`src/rtl/qdiv_iter.sv`:
```
// Iterative restoring divider, BPC quotient bits per clock, optional two's-complement mode.
// Quotient truncates toward zero, remainder takes the dividend sign, B=0 gives q=all-ones, r=A.
module qdiv_iter #(
    parameter int unsigned DW        = 32,
    parameter int unsigned BPC       = 1,
    parameter bit          SIGNED_EN = 1'b1
) (
    input  logic          clk_i,
    input  logic          rst_ni,
    input  logic          start_i,
    input  logic          signed_i,
    input  logic [DW-1:0] A_i,
    input  logic [DW-1:0] B_i,
    output logic          ready_o,
    output logic          valid_o,
    output logic [DW-1:0] quotient_o,
    output logic [DW-1:0] remainder_o,
    output logic          div_zero_o
);

    localparam int unsigned Iter = DW / BPC;
    localparam int unsigned CntW = $clog2(Iter + 1);

    typedef enum logic [1:0] {StIdle, StLoad, StCalc, StFix} state_e;

    state_e          state_q, state_d;
    logic [CntW-1:0] cnt_q, cnt_d;
    logic [DW-1:0]   a_raw_q, b_q, work_q, rem_q;
    logic            sgn_q, dz_q, q_neg_q, r_neg_q;
    logic [DW-1:0]   work_step, rem_step;
    logic [DW:0]     trial;
    logic            last_iter;

    assign ready_o   = (state_q == StIdle);
    assign last_iter = (cnt_q == CntW'(Iter - 1));

    always_ff @(posedge clk_i or negedge rst_ni) begin
        if (!rst_ni) begin
            state_q <= StIdle;
            cnt_q   <= '0;
        end else begin
            state_q <= state_d;
            cnt_q   <= cnt_d;
        end
    end

    always_comb begin
        state_d = state_q;
        cnt_d   = cnt_q;
        unique case (state_q)
            StIdle: if (start_i) state_d = StLoad;
            StLoad: begin
                state_d = StCalc;
                cnt_d   = '0;
            end
            StCalc: begin
                if (last_iter) begin
                    state_d = StFix;
                    cnt_d   = '0;
                end else begin
                    cnt_d = cnt_q + 1'b1;
                end
            end
            StFix:   state_d = StIdle;
            default: state_d = StIdle;
        endcase
    end

    // work_q shifts dividend bits out of the top while quotient bits enter at the bottom.
    always_comb begin
        rem_step  = rem_q;
        work_step = work_q;
        trial     = '0;
        for (int i = 0; i < int'(BPC); i++) begin
            trial     = {rem_step, work_step[DW-1]};
            work_step = {work_step[DW-2:0], 1'b0};
            if (trial >= {1'b0, b_q}) begin
                trial        = trial - {1'b0, b_q};
                work_step[0] = 1'b1;
            end
            rem_step = trial[DW-1:0];
        end
    end

    always_ff @(posedge clk_i or negedge rst_ni) begin
        if (!rst_ni) begin
            a_raw_q     <= '0;
            b_q         <= '0;
            work_q      <= '0;
            rem_q       <= '0;
            sgn_q       <= 1'b0;
            dz_q        <= 1'b0;
            q_neg_q     <= 1'b0;
            r_neg_q     <= 1'b0;
            valid_o     <= 1'b0;
            quotient_o  <= '0;
            remainder_o <= '0;
            div_zero_o  <= 1'b0;
        end else begin
            valid_o <= 1'b0;
            unique case (state_q)
                StIdle: begin
                    if (start_i) begin
                        a_raw_q <= A_i;
                        b_q     <= B_i;
                        sgn_q   <= SIGNED_EN & signed_i;
                        dz_q    <= (B_i == '0);
                    end
                end
                StLoad: begin
                    work_q  <= (sgn_q && a_raw_q[DW-1]) ? -a_raw_q : a_raw_q;
                    b_q     <= (sgn_q && b_q[DW-1]) ? -b_q : b_q;
                    q_neg_q <= sgn_q & (a_raw_q[DW-1] ^ b_q[DW-1]);
                    r_neg_q <= sgn_q & a_raw_q[DW-1];
                    rem_q   <= '0;
                end
                StCalc: begin
                    work_q <= work_step;
                    rem_q  <= rem_step;
                end
                StFix: begin
                    valid_o    <= 1'b1;
                    div_zero_o <= dz_q;
                    if (dz_q) begin
                        quotient_o  <= '1;
                        remainder_o <= a_raw_q;
                    end else begin
                        quotient_o  <= q_neg_q ? -work_q : work_q;
                        remainder_o <= r_neg_q ? -rem_q : rem_q;
                    end
                end
                default: ;
            endcase
        end
    end

endmodule
```
`config.mk`:
```
export PLATFORM = sky130hd
export DESIGN_NAME = qdiv_iter
export DESIGN_NICKNAME = d
export VERILOG_FILES = /design/src/rtl/qdiv_iter.sv
export SDC_FILE = /design/constraint.sdc
export NUM_CORES = 1
export LEC_CHECK = 0
export ABC_CLOCK_PERIOD_IN_PS = 3800
export BUFFER_PORTS_ARGS = -buffer_cell sky130_fd_sc_hd__buf_2
export CORE_ASPECT_RATIO = 1.25
export CORE_MARGIN = 2
export CORE_UTILIZATION = 50
export DETAILED_ROUTE_END_ITERATION = 16
export GPL_ROUTABILITY_DRIVEN = 1
export PLACE_DENSITY = 0.69
export REMOVE_ABC_BUFFERS = 1
export SLEW_MARGIN = 20
export SYNTH_ARGS = -nofsm -noshare
export SYNTH_HDL_FRONTEND = slang
export SYNTH_SLANG_ARGS = --single-unit
```
`constraint.sdc`:
```
create_clock -name clk_i -period 3.8 [get_ports clk_i]
set_clock_uncertainty 0.15 [all_clocks]
set_input_delay 0.19 -clock clk_i [delete_from_list [all_inputs] [get_ports clk_i]]
set_output_delay 0.19 -clock clk_i [all_outputs]
set_load 0.03 [all_outputs]
```
Yosys cells after proc, flatten, opt, wreduce, memory -nomap -nowiden
Cells that the tools add are included.

Bitwise operators: 3. Muxes and demuxes: 18. Reductions and logical operators: 9. Order comparisons: 1. Equality and inequality tests: 7. Add/subtract/negate cells: 6.

Operator list (count): $mux W32 (8); $pmux W32 S2 (3); $neg A32 Y32 (4); $ge A33 B32 Y1 (1); $logic_not A32 Y1 (1); $sub A32 B32 Y32 (1); $pmux W6 S2 (1); $pmux W2 S4 (1); $add A6 B1 Y6 const B (1); $eq A6 B5 Y1 const B (1); $mux W6 (1); $ne A2 B2 Y1 const B (3); $eq A2 B2 Y1 const B (2); $mux W2 (2); $reduce_and A2 Y1 (2); $reduce_bool A2 Y1 (2); $reduce_and A3 Y1 (1); $and A1 B1 Y1 (2); $eq A2 B1 Y1 const B (1); $logic_and A1 B1 Y1 (2); $logic_not A2 Y1 (1); $mux W1 (2); $xor A1 B1 Y1 (1).

Bits in registers: 206. Word-level logic and storage cells: 58. Input port bits: 68. Output and inout port bits: 67.

Depth between registers and ports, before layout
Gate-level depths: netlist (run 1).

Depth in word-level cells: 3. Gate-level depth with buffers: 13. Gate-level depth less buffers: 12.

Worst setup path after synthesis (run 1)
No wires, ideal clock.

Kind: register to register. Start point: register b_q[2]. End point: register rem_q[10]. Data required time: 3.509 ns. Clock period less this slack: 3.192 ns. Buffers on the path: 2. Stages on the path, launching flop included: 13. Path slack: 0.608 ns. Arrival: 2.901 ns. Setup time: 0.141 ns. Cell sequence: dfrtp_1 inv_1 ha_1 nand3_1 o21bai_1 a21oi_1 a211oi_1 o311a_1 clkbuf_1 nor2_1 buf_2 mux2i_1 o22ai_1.

Word-level cells in the longest chain between the ends: 3. Elaborated cells on any way between the ends: 4. Classes of those cells: add/sub (1); order compare (1); mux (2).

RTL lines: from (decl) (line 28) `logic [DW-1:0] a_raw_q, b_q, work_q, rem_q;`; from (signal assigned) (line 105) `b_q <= B_i;`; from (signal assigned) (line 112) `b_q <= (sgn_q && b_q[DW-1]) ? -b_q : b_q;`; $sub A32 B32 Y32 / $ge A33 B32 Y1 (equally long branches) (line 78, 77); $mux W32 (*) (line 77) `if (trial >= {1'b0, b_q}) begin`; $pmux W32 S2 (*) (line 101) `unique case (state_q)`; to (signal assigned) (line 119) `rem_q <= rem_step;`; to (decl) (line 28).

Mark *: on every way between the ends. The rest lies on a longest branch, timed or not. A chain may end at the register's enable or synchronous reset.

Final worst setup path (run 1)
Start point: register b_q[2]. End point: register rem_q[27].

The elaborated chain is that of the path after synthesis.

==> impl_metrics.prom, run 1 <==
# TYPE chip_impl_metric gauge
chip_impl_metric{name="worst_hold_slack_after_final_layout",unit="ns"} 0.0469
chip_impl_metric{name="clock_sinks",unit=""} 206
chip_impl_metric{name="final_cell_count_no_fill",unit=""} 2033
chip_impl_metric{name="ratio_of_cells_with_drive_above_1_in_the_final_layout",unit="%"} 17.3
chip_impl_metric{name="die_width",unit="µm"} 150
chip_impl_metric{name="route.antenna.remaining_nets",unit=""} 0
chip_impl_metric{name="floorplan.rows",unit=""} 66
chip_impl_metric{name="worst_hold_path.num_cells",unit=""} 4
chip_impl_metric{name="postLayoutCoreUtil",unit="%"} 60.1
chip_impl_metric{name="setup-tns-final",unit="ns"} 0
chip_impl_metric{name="vdd.ir_drop.worst",unit="mV"} 0.402
chip_impl_info{name="synth_top_area_cell",value="sky130_fd_sc_hd__dfrtp_1"} 1
chip_impl_metric{name="p_leak",unit="nW"} 6.83
chip_impl_info{name="holdCritPathClass",value="input port to flop"} 1
chip_impl_info{name="r2r_startpoint",value="b_q[2]"} 1
chip_impl_metric{name="finish.instance_area",unit="µm²"} 15700
chip_impl_metric{name="clock_latency",unit="ns"} 0.52
chip_impl_info{name="timing.hold.worst_endpoint",value="state_q[1]"} 1
chip_impl_info{name="timing.critical_path.from_type",value="flop"} 1
chip_impl_metric{name="worstPathRequired",unit="ns"} 4.10
chip_impl_metric{name="initial_utilization",unit="%"} 50.9
chip_impl_metric{name="port-buffer-count",unit=""} 134
chip_impl_metric{name="wl_per_cell",unit="µm"} 18.1
chip_impl_metric{name="antenna_found_initial",unit=""} 0
chip_impl_info{name="synthTopCellsByArea",value="sky130_fd_sc_hd__dfrtp_1, sky130_fd_sc_hd__mux2_2, sky130_fd_sc_hd__a21oi_1"} 1
chip_impl_metric{name="worst_ep_arrival_time",unit="ns"} 3.80
chip_impl_metric{name="detailed_place_hpwl",unit="µm"} 26200
chip_impl_metric{name="setup_viol_count_final",unit=""} 0
chip_impl_metric{name="timing.final.max_slew_violations",unit=""} 0
chip_impl_metric{name="r2r_setup_slack",unit="ns"} 0.30
chip_impl_metric{name="vias_per_cell",unit=""} 5.86
chip_impl_metric{name="syn-instance-count",unit=""} 1509
chip_impl_metric{name="io_pins",unit=""} 135
chip_impl_metric{name="globalRouteTotalUtil",unit="%"} 26.4
chip_impl_metric{name="grt_start_max_net_pins",unit=""} 136
chip_impl_info{name="tritoncts_clock_tree",value="done"} 1
chip_impl_metric{name="cpPeakStageDelay",unit="ns"} 0.54
chip_impl_metric{name="dp.cells",unit=""} 1925
chip_impl_info{name="synth_ff_type",value="sky130_fd_sc_hd__dfrtp_1"} 1
chip_impl_info{name="critical_path.endpoint_type",value="flop"} 1
chip_impl_metric{name="postSynthRegisterBits",unit=""} 206
chip_impl_metric{name="synth-warning-count",unit=""} 0
chip_impl_metric{name="wirelength",unit="µm"} 36700
chip_impl_metric{name="post_syn_area",unit="µm²"} 13300
chip_impl_metric{name="critical_path.n_buffers_inverters",unit=""} 1
chip_impl_metric{name="number_of_vias_in_the_routed_layout",unit=""} 11922
chip_impl_info{name="r2r_end",value="rem_q[27]"} 1
chip_impl_metric{name="grt_pass1_vias",unit=""} 11866
chip_impl_metric{name="gp_routability_congestion",unit=""} 0.927
chip_impl_metric{name="flow.area_growth_from_synthesis",unit="%"} 18.0
chip_impl_metric{name="number_of_cts_inserted_buffers",unit=""} 23
chip_impl_metric{name="globalRoute.totalOverflow",unit=""} 0
chip_impl_metric{name="num-nets-final",unit=""} 1789
chip_impl_info{name="crit_top_cell",value="sky130_fd_sc_hd__nand3_1"} 1
chip_impl_metric{name="worst_slew_margin_rel",unit="%"} 29.2
chip_impl_info{name="rsz_0062_raised_after_global_routing",value="false"} 1
chip_impl_metric{name="ff_latch_area",unit="µm²"} 5160
chip_impl_info{name="path_class",value="flop to flop"} 1
chip_impl_metric{name="multi_input_area",unit="µm²"} 7480
chip_impl_metric{name="synth_cell_type_count",unit=""} 71
chip_impl_metric{name="first_iter_violations",unit=""} 668
chip_impl_metric{name="h-tree-depth",unit=""} 1
chip_impl_metric{name="detailedRoute.firstPassIterationCount",unit=""} 5
chip_impl_metric{name="placed_cell_area",unit="µm²"} 14300
chip_impl_metric{name="post-route-drc-count",unit=""} 0
chip_impl_metric{name="worst_path_max_fanout",unit=""} 11
chip_impl_info{name="status",value="finished, final reports clean"} 1
chip_impl_info{name="worstHoldStart",value="start_i"} 1
chip_impl_metric{name="worst-slew-pin-transition",unit="ns"} 1.06
chip_impl_metric{name="post_synthesis_area_per_instance",unit="µm²"} 8.81
chip_impl_metric{name="final-hold-violation-count",unit=""} 0
chip_impl_metric{name="chip_height",unit="µm"} 186
chip_impl_metric{name="max-cap-violations",unit=""} 0
chip_impl_info{name="cp_top_family",value="compound AO/OA/AOI/OAI gates"} 1
chip_impl_info{name="synth.top_cells.by_count",value="sky130_fd_sc_hd__dfrtp_1, sky130_fd_sc_hd__a21oi_1, sky130_fd_sc_hd__nand2_1"} 1
chip_impl_metric{name="pwr_density_cell",unit="nW/µm²"} 852
chip_impl_metric{name="timing.critical_path.depth",unit=""} 10
chip_impl_info{name="worstPathCellList",value="inv_1, ha_1, nand3_1, o21bai_1, a21oi_1, a211oi_1, o311a_1, or2_2, or4_1, nand3_1"} 1
chip_impl_metric{name="dieArea",unit="µm²"} 27900
chip_impl_info{name="timing.critical_path.slowest_stage_cell",value="sky130_fd_sc_hd__o311a_1"} 1
chip_impl_metric{name="timing.final.crit_share",unit="%"} 92.0
chip_impl_metric{name="max_freq",unit="GHz"} 0.286
chip_impl_metric{name="max_buffers_root_to_sink",unit=""} 3
chip_impl_info{name="synth_most_common_cell",value="sky130_fd_sc_hd__dfrtp_1"} 1
chip_impl_metric{name="synth_edf_count",unit=""} 0
chip_impl_metric{name="clk_transition_reported_paths",unit="ns"} 0.06
chip_impl_metric{name="filler_cell_count",unit=""} 2320
chip_impl_metric{name="timing.reg2reg.worst_path_depth",unit=""} 10
chip_impl_info{name="clockRootBuffer",value="sky130_fd_sc_hd__clkbuf_16"} 1
chip_impl_metric{name="synth_largest_type_area_fraction",unit="%"} 38.8
chip_impl_metric{name="wire_length_of_the_first_global_routing_pass",unit="µm"} 60200
chip_impl_metric{name="post_cts.repair.setup_buffers",unit=""} 0
chip_impl_metric{name="synthArstFlopShare",unit="%"} 100
chip_impl_metric{name="synth_sequential_area_ratio",unit="%"} 38.8
chip_impl_metric{name="layout_min_cycle_time",unit="ns"} 3.50
chip_impl_metric{name="floorplan.core_area",unit="µm²"} 26100
==> cell families (layout without fill, tap and decap cells) <==
kind of cell	count (synthesis)	count (layout)	share of synthesized area, %
AOI/OAI and AO/OA	447	447	20.6
xor gates and xnor gates	116	116	7.65
adders and majority gates	42	42	4.01
buffers and inverters	168	351	5.14
DFF	206	206	38.8
muxes	100	100	8.26
other	0	1	0
and+or+nand+nor	430	430	15.5
==> worst max-delay path by stage <==
stage                    start             end  slack (ns)
detailed placement      b_q[2]       rem_q[27]        0.34
global placement     work_q[7]  quotient_o[31]        0.28
floorplan           state_q[1]         b_q[10]       -1.19
global route            b_q[1]         b_q[30]        0.05
finish                  b_q[2]       rem_q[27]        0.30
CTS                     b_q[2]       rem_q[27]        0.32
==> registers in the layout, indices dropped and copies added, names as in the netlist <==
register     count
state_q          2
cnt_q            6
work_q          32
div_zero_o       1
valid_o          1
quotient_o      32
r_neg_q          1
q_neg_q          1
dz_q             1
remainder_o     32
sgn_q            1
b_q             32
a_raw_q         32
rem_q           32
==> cells in the final DEF (no fill, tap or decap), types with 10 or more instances in the layout <==
cell type,instances
sky130_fd_sc_hd__dfrtp_1,205
sky130_fd_sc_hd__o41ai_1,11
sky130_fd_sc_hd__buf_2,133
sky130_fd_sc_hd__nand2_1,139
sky130_fd_sc_hd__a21o_1,14
sky130_fd_sc_hd__o31ai_1,31
sky130_fd_sc_hd__nand4_1,15
sky130_fd_sc_hd__inv_1,86
sky130_fd_sc_hd__a31oi_1,10
sky130_fd_sc_hd__ha_1,38
sky130_fd_sc_hd__nand3_1,44
sky130_fd_sc_hd__xor2_1,55
sky130_fd_sc_hd__nor2_1,111
sky130_fd_sc_hd__o221ai_1,16
sky130_fd_sc_hd__clkbuf_16,23
sky130_fd_sc_hd__nor4_1,21
sky130_fd_sc_hd__a21oi_1,140
sky130_fd_sc_hd__nor3_1,31
sky130_fd_sc_hd__or4_1,11
sky130_fd_sc_hd__buf_4,21
sky130_fd_sc_hd__mux2_2,73
sky130_fd_sc_hd__or3_1,15
sky130_fd_sc_hd__mux2i_1,26
sky130_fd_sc_hd__o22ai_1,36
sky130_fd_sc_hd__xnor2_1,61
sky130_fd_sc_hd__dlygate4sd3_1,69
sky130_fd_sc_hd__o21ai_0,123
==> timing repair <==
item,CTS,global route
gates resized for setup,0,0
hold buffers,69,0
hold endpoints to repair,272,0
==> stage by stage <==
| step | worst slack [ns] | total power [mW] |
|---|---|---|
| floorplan | -1.19 | 9.04 |
| global placement | 0.281 | 10.9 |
| detailed placement | 0.336 | 11.1 |
| CTS | 0.323 | 13.4 |
| global route | 0.0534 | 14.4 |
| finish | 0.305 | 13.4 |
==> power by group <==
part	total (mW)	internal [mW]	switching, mW	leakage (nW)
clock network	2.22	1.32	0.902	0.353
logic	6.91	2.72	4.20	3.94
registers	4.22	3.12	1.10	2.54
total	13.4	7.16	6.20	6.83
==> routing by layer <==
metal | wire length, µm | up-vias | track usage, %
li1 | - | 5788 | -
met1 | 15700 | 5775 | 34.2
met2 | 18700 | 308 | 47.7
met3 | 1770 | 51 | 2.54
met4 | 658 | 0 | 6.15
met5 | 0 | - | 0
==> final cells by class <==
class | count | area share [%]
multi-input cells | 1135 | 47.7
flip-flops and latches | 206 | 32.9
repair buffers | 226 | 9.99
clock buffers | 34 | 4.19
well taps | 340 | 2.71
inverters | 87 | 2.08
clock inverters | 4 | 0.487
diodes | 1 | 0.0160
==> tightest hold or removal path, delay by kind of cell <==
kind | cells | cell delay [ns]
AND/OR/NAND/NOR | 2 | 0.28
buffers and inverters | 1 | 0.08
AO/OA/AOI/OAI | 1 | 0.10
Power figures use the tool's default switching activity.
==> run 2: changes to the inputs <==
--- a/config.mk
+++ b/config.mk
@@ -5,14 +5,14 @@
 export SDC_FILE = /design/constraint.sdc
 export NUM_CORES = 1
 export LEC_CHECK = 0
-export ABC_CLOCK_PERIOD_IN_PS = 3800
+export ABC_CLOCK_PERIOD_IN_PS = 3000
 export BUFFER_PORTS_ARGS = -buffer_cell sky130_fd_sc_hd__buf_2
 export CORE_ASPECT_RATIO = 1.25
 export CORE_MARGIN = 2
 export CORE_UTILIZATION = 50
 export DETAILED_ROUTE_END_ITERATION = 16
 export GPL_ROUTABILITY_DRIVEN = 1
-export PLACE_DENSITY = 0.69
+export PLACE_DENSITY = 0.72
 export REMOVE_ABC_BUFFERS = 1
 export SLEW_MARGIN = 20
 export SYNTH_ARGS = -nofsm -noshare
==> constraint.sdc (replaced) <==
create_clock -name clk_i -period 3 [get_ports clk_i]
set_clock_uncertainty 0.15 [all_clocks]
set_input_delay 0.15 -clock clk_i [delete_from_list [all_inputs] [get_ports clk_i]]
set_output_delay 0.15 -clock clk_i [all_outputs]
set_load 0.03 [all_outputs]
==> run 2 against run 1 <==
The run now ends with setup timing left. Maximum frequency rose by 12%. Sequential cell count unchanged. Total power rose by 35%. Cell area is 8.2% higher. Global-route usage up 0.92 points. Critical path depth shrank 2. Core utilization up 4.9 points. Final cell count increased by 6.8%. Register-to-register slack worse by 0.43 ns. Sequential share of layout area shrank 2.5 points. Clock power increased by 24%. Largest power group unchanged.
==> impl_metrics.prom, run 2 (synthesized netlist as in run 1, its figures left out) <==
# TYPE chip_impl_metric gauge
chip_impl_metric{name="layout_min_cycle_time",unit="ns"} 3.13
chip_impl_metric{name="chip_height",unit="µm"} 186
chip_impl_metric{name="grt_start_max_net_pins",unit=""} 83
chip_impl_metric{name="max_buffers_root_to_sink",unit=""} 3
chip_impl_info{name="worstPathCellList",value="or4_4, or3_4, or4_4, or3_4, o31ai_2, xnor2_1, o21ai_0, mux2_2"} 1
chip_impl_metric{name="io_pins",unit=""} 135
chip_impl_metric{name="layout_setup_ws",unit="ns"} -0.126
chip_impl_metric{name="wl_per_cell",unit="µm"} 17.9
chip_impl_metric{name="worst-slew-pin-transition",unit="ns"} 0.903
chip_impl_metric{name="antennaDiodeCount",unit=""} 0
chip_impl_info{name="failed_checks",value="setup timing"} 1
chip_impl_info{name="timing.critical_path.slowest_stage_cell",value="sky130_fd_sc_hd__or4_4"} 1
chip_impl_metric{name="floorplan.core_area",unit="µm²"} 26100
chip_impl_metric{name="globalRoute.totalOverflow",unit=""} 0
chip_impl_metric{name="ratio_of_cells_with_drive_above_1_in_the_final_layout",unit="%"} 25.5
chip_impl_metric{name="wire_length_of_the_first_global_routing_pass",unit="µm"} 62000
chip_impl_metric{name="globalRouteTotalUtil",unit="%"} 27.4
chip_impl_metric{name="detailedRoute.firstPassIterationCount",unit=""} 5
chip_impl_info{name="rsz_0062_raised_after_global_routing",value="true"} 1
chip_impl_metric{name="final-hold-violation-count",unit=""} 0
chip_impl_metric{name="timing.final.crit_share",unit="%"} 104
chip_impl_info{name="final_cell_mix",value="sky130_fd_sc_hd__dfrtp_1, sky130_fd_sc_hd__buf_4, sky130_fd_sc_hd__nand2_1, sky130_fd_sc_hd__a21oi_1, sky130_fd_sc_hd__buf_2"} 1
chip_impl_info{name="critical_path.endpoint_type",value="flop"} 1
chip_impl_info{name="status",value="finished, violations left"} 1
chip_impl_info{name="holdCritPathClass",value="input port to asynchronous set/reset pin"} 1
chip_impl_metric{name="worst_ep_arrival_time",unit="ns"} 3.38
chip_impl_metric{name="dieArea",unit="µm²"} 27900
chip_impl_metric{name="worst_path_max_fanout",unit=""} 3
chip_impl_metric{name="worstPathRequired",unit="ns"} 3.26
chip_impl_metric{name="number_of_vias_in_the_routed_layout",unit=""} 12611
chip_impl_metric{name="wirelength",unit="µm"} 38800
chip_impl_metric{name="first_iter_violations",unit=""} 769
chip_impl_metric{name="clock_sinks",unit=""} 206
chip_impl_info{name="final_common_cell",value="sky130_fd_sc_hd__dfrtp_1"} 1
chip_impl_metric{name="route.antenna.remaining_nets",unit=""} 0
chip_impl_metric{name="pwr_density_cell",unit="nW/µm²"} 1060
chip_impl_metric{name="vias_per_cell",unit=""} 5.81
chip_impl_metric{name="place_worst_setup_slack",unit="ns"} -0.130
chip_impl_metric{name="setup_viol_count_final",unit=""} 3
chip_impl_metric{name="die_width",unit="µm"} 150
chip_impl_metric{name="num-nets-final",unit=""} 1928
chip_impl_info{name="tritoncts_clock_tree",value="done"} 1
chip_impl_metric{name="timing.final.max_slew_violations",unit=""} 0
chip_impl_metric{name="detailed_place_hpwl",unit="µm"} 27900
chip_impl_info{name="timing.critical_path.from_type",value="flop"} 1
chip_impl_metric{name="antenna_found_initial",unit=""} 0
chip_impl_metric{name="gp_routability_congestion",unit=""} 0.947
chip_impl_metric{name="vdd.ir_drop.worst",unit="mV"} 0.877
chip_impl_metric{name="initial_utilization",unit="%"} 50.9
chip_impl_metric{name="number_of_cts_inserted_buffers",unit=""} 24
chip_impl_metric{name="p_leak",unit="nW"} 7.54
chip_impl_info{name="clockRootBuffer",value="sky130_fd_sc_hd__clkbuf_16"} 1
chip_impl_metric{name="port-buffer-count",unit=""} 134
chip_impl_metric{name="clock_latency",unit="ns"} 0.52
chip_impl_metric{name="cpPeakStageDelay",unit="ns"} 0.55
chip_impl_metric{name="clk_transition_reported_paths",unit="ns"} 0.06
chip_impl_metric{name="post-route-drc-count",unit=""} 0
chip_impl_metric{name="grt_pass1_vias",unit=""} 12377
chip_impl_metric{name="worst_slew_margin_rel",unit="%"} 39.8
chip_impl_metric{name="h-tree-depth",unit=""} 1
chip_impl_metric{name="floorplan.rows",unit=""} 66
chip_impl_info{name="path_class",value="flop to flop"} 1
chip_impl_metric{name="postLayoutCoreUtil",unit="%"} 65.0
chip_impl_metric{name="max-cap-violations",unit=""} 0
chip_impl_metric{name="flow.area_growth_from_synthesis",unit="%"} 27.7
chip_impl_metric{name="max_freq",unit="GHz"} 0.320
run 2: final cells by class:
cell class              count  area, µm²
well taps                 340        425
multi-input cells        1135       7710
fillers                  2170       9120
repair buffers            364       2630
clock buffers              33        666
flip-flops and latches    206       5160
inverters                  87        327
clock inverters             7       66.3
run 2: critical path: cells and delay by family (launching register included):
family	cells	cell delay [ns]
mux	1	0.27
xor+xnor	1	0.15
compound gates	2	0.36
simple gates	4	1.69
flops	1	0.38
run 2: path summary, 6_finish.rpt:
check / startpoint / endpoint / slack [ns] / cells after the start
max in group asynchronous: rst_ni / quotient_o[30] / 1.81 / 3
hold reg to reg: remainder_o[17] / remainder_o[17] / 0.35 / 1
setup / recovery: rem_q[21] / remainder_o[30] / -0.13 / 8
min in group clk_i: signed_i / sgn_q / 0.25 / 3
hold / removal: rst_ni / b_q[30] / 0.04 / 2
setup reg to reg: rem_q[21] / remainder_o[30] / -0.13 / 8
run 2: timing repair:
action / 4_1_cts / 5_1_grt
cloned: 0 / 0
hold buffers: 70 / 0
pin swaps: 1 / 12
hold endpoints to repair: 179 / 0
endpoints found under the setup margin: 25 / 51
buffers inserted: 0 / 3
resized for setup: 12 / 44
run 2: metrics by stage:
| stage | cell area [µm²] | power (mW) | hold WS [ns] | std cells | TNS (ns) |
|---|---|---|---|---|---|
| 4_1_cts | 16800 | 17.8 | 0.0579 | 2169 | -0.321 |
| 2_1_floorplan | 12900 | 11.5 | -0.296 | 1428 | -92.05 |
| 3_3_place_gp | 15300 | 14.6 | 0.0349 | 2059 | -0.311 |
| 5_1_grt | 17000 | 19.3 | 0.0917 | 2172 | -1.24 |
| 3_5_place_dp | 15300 | 14.9 | 0.0311 | 2059 | -0.765 |
| 6_report | 17000 | 18.0 | 0.0421 | 2172 | -0.198 |
run 2: report_power, final:
part / internal (mW) / switching [mW]
Sequential: 3.96 / 1.16
Clock: 1.63 / 1.14
Combinational: 4.25 / 5.89
run 2: metal layers:
metal | vias to the layer above | track usage [%] | part of all wire [%]
met3 | 72 | 2.78 | 4.8
met1 | 6109 | 34.0 | 41
met4 | 0 | 8.26 | 2.7
met5 | - | 0 | 0
met2 | 377 | 50.0 | 51
li1 | 6053 | - | -
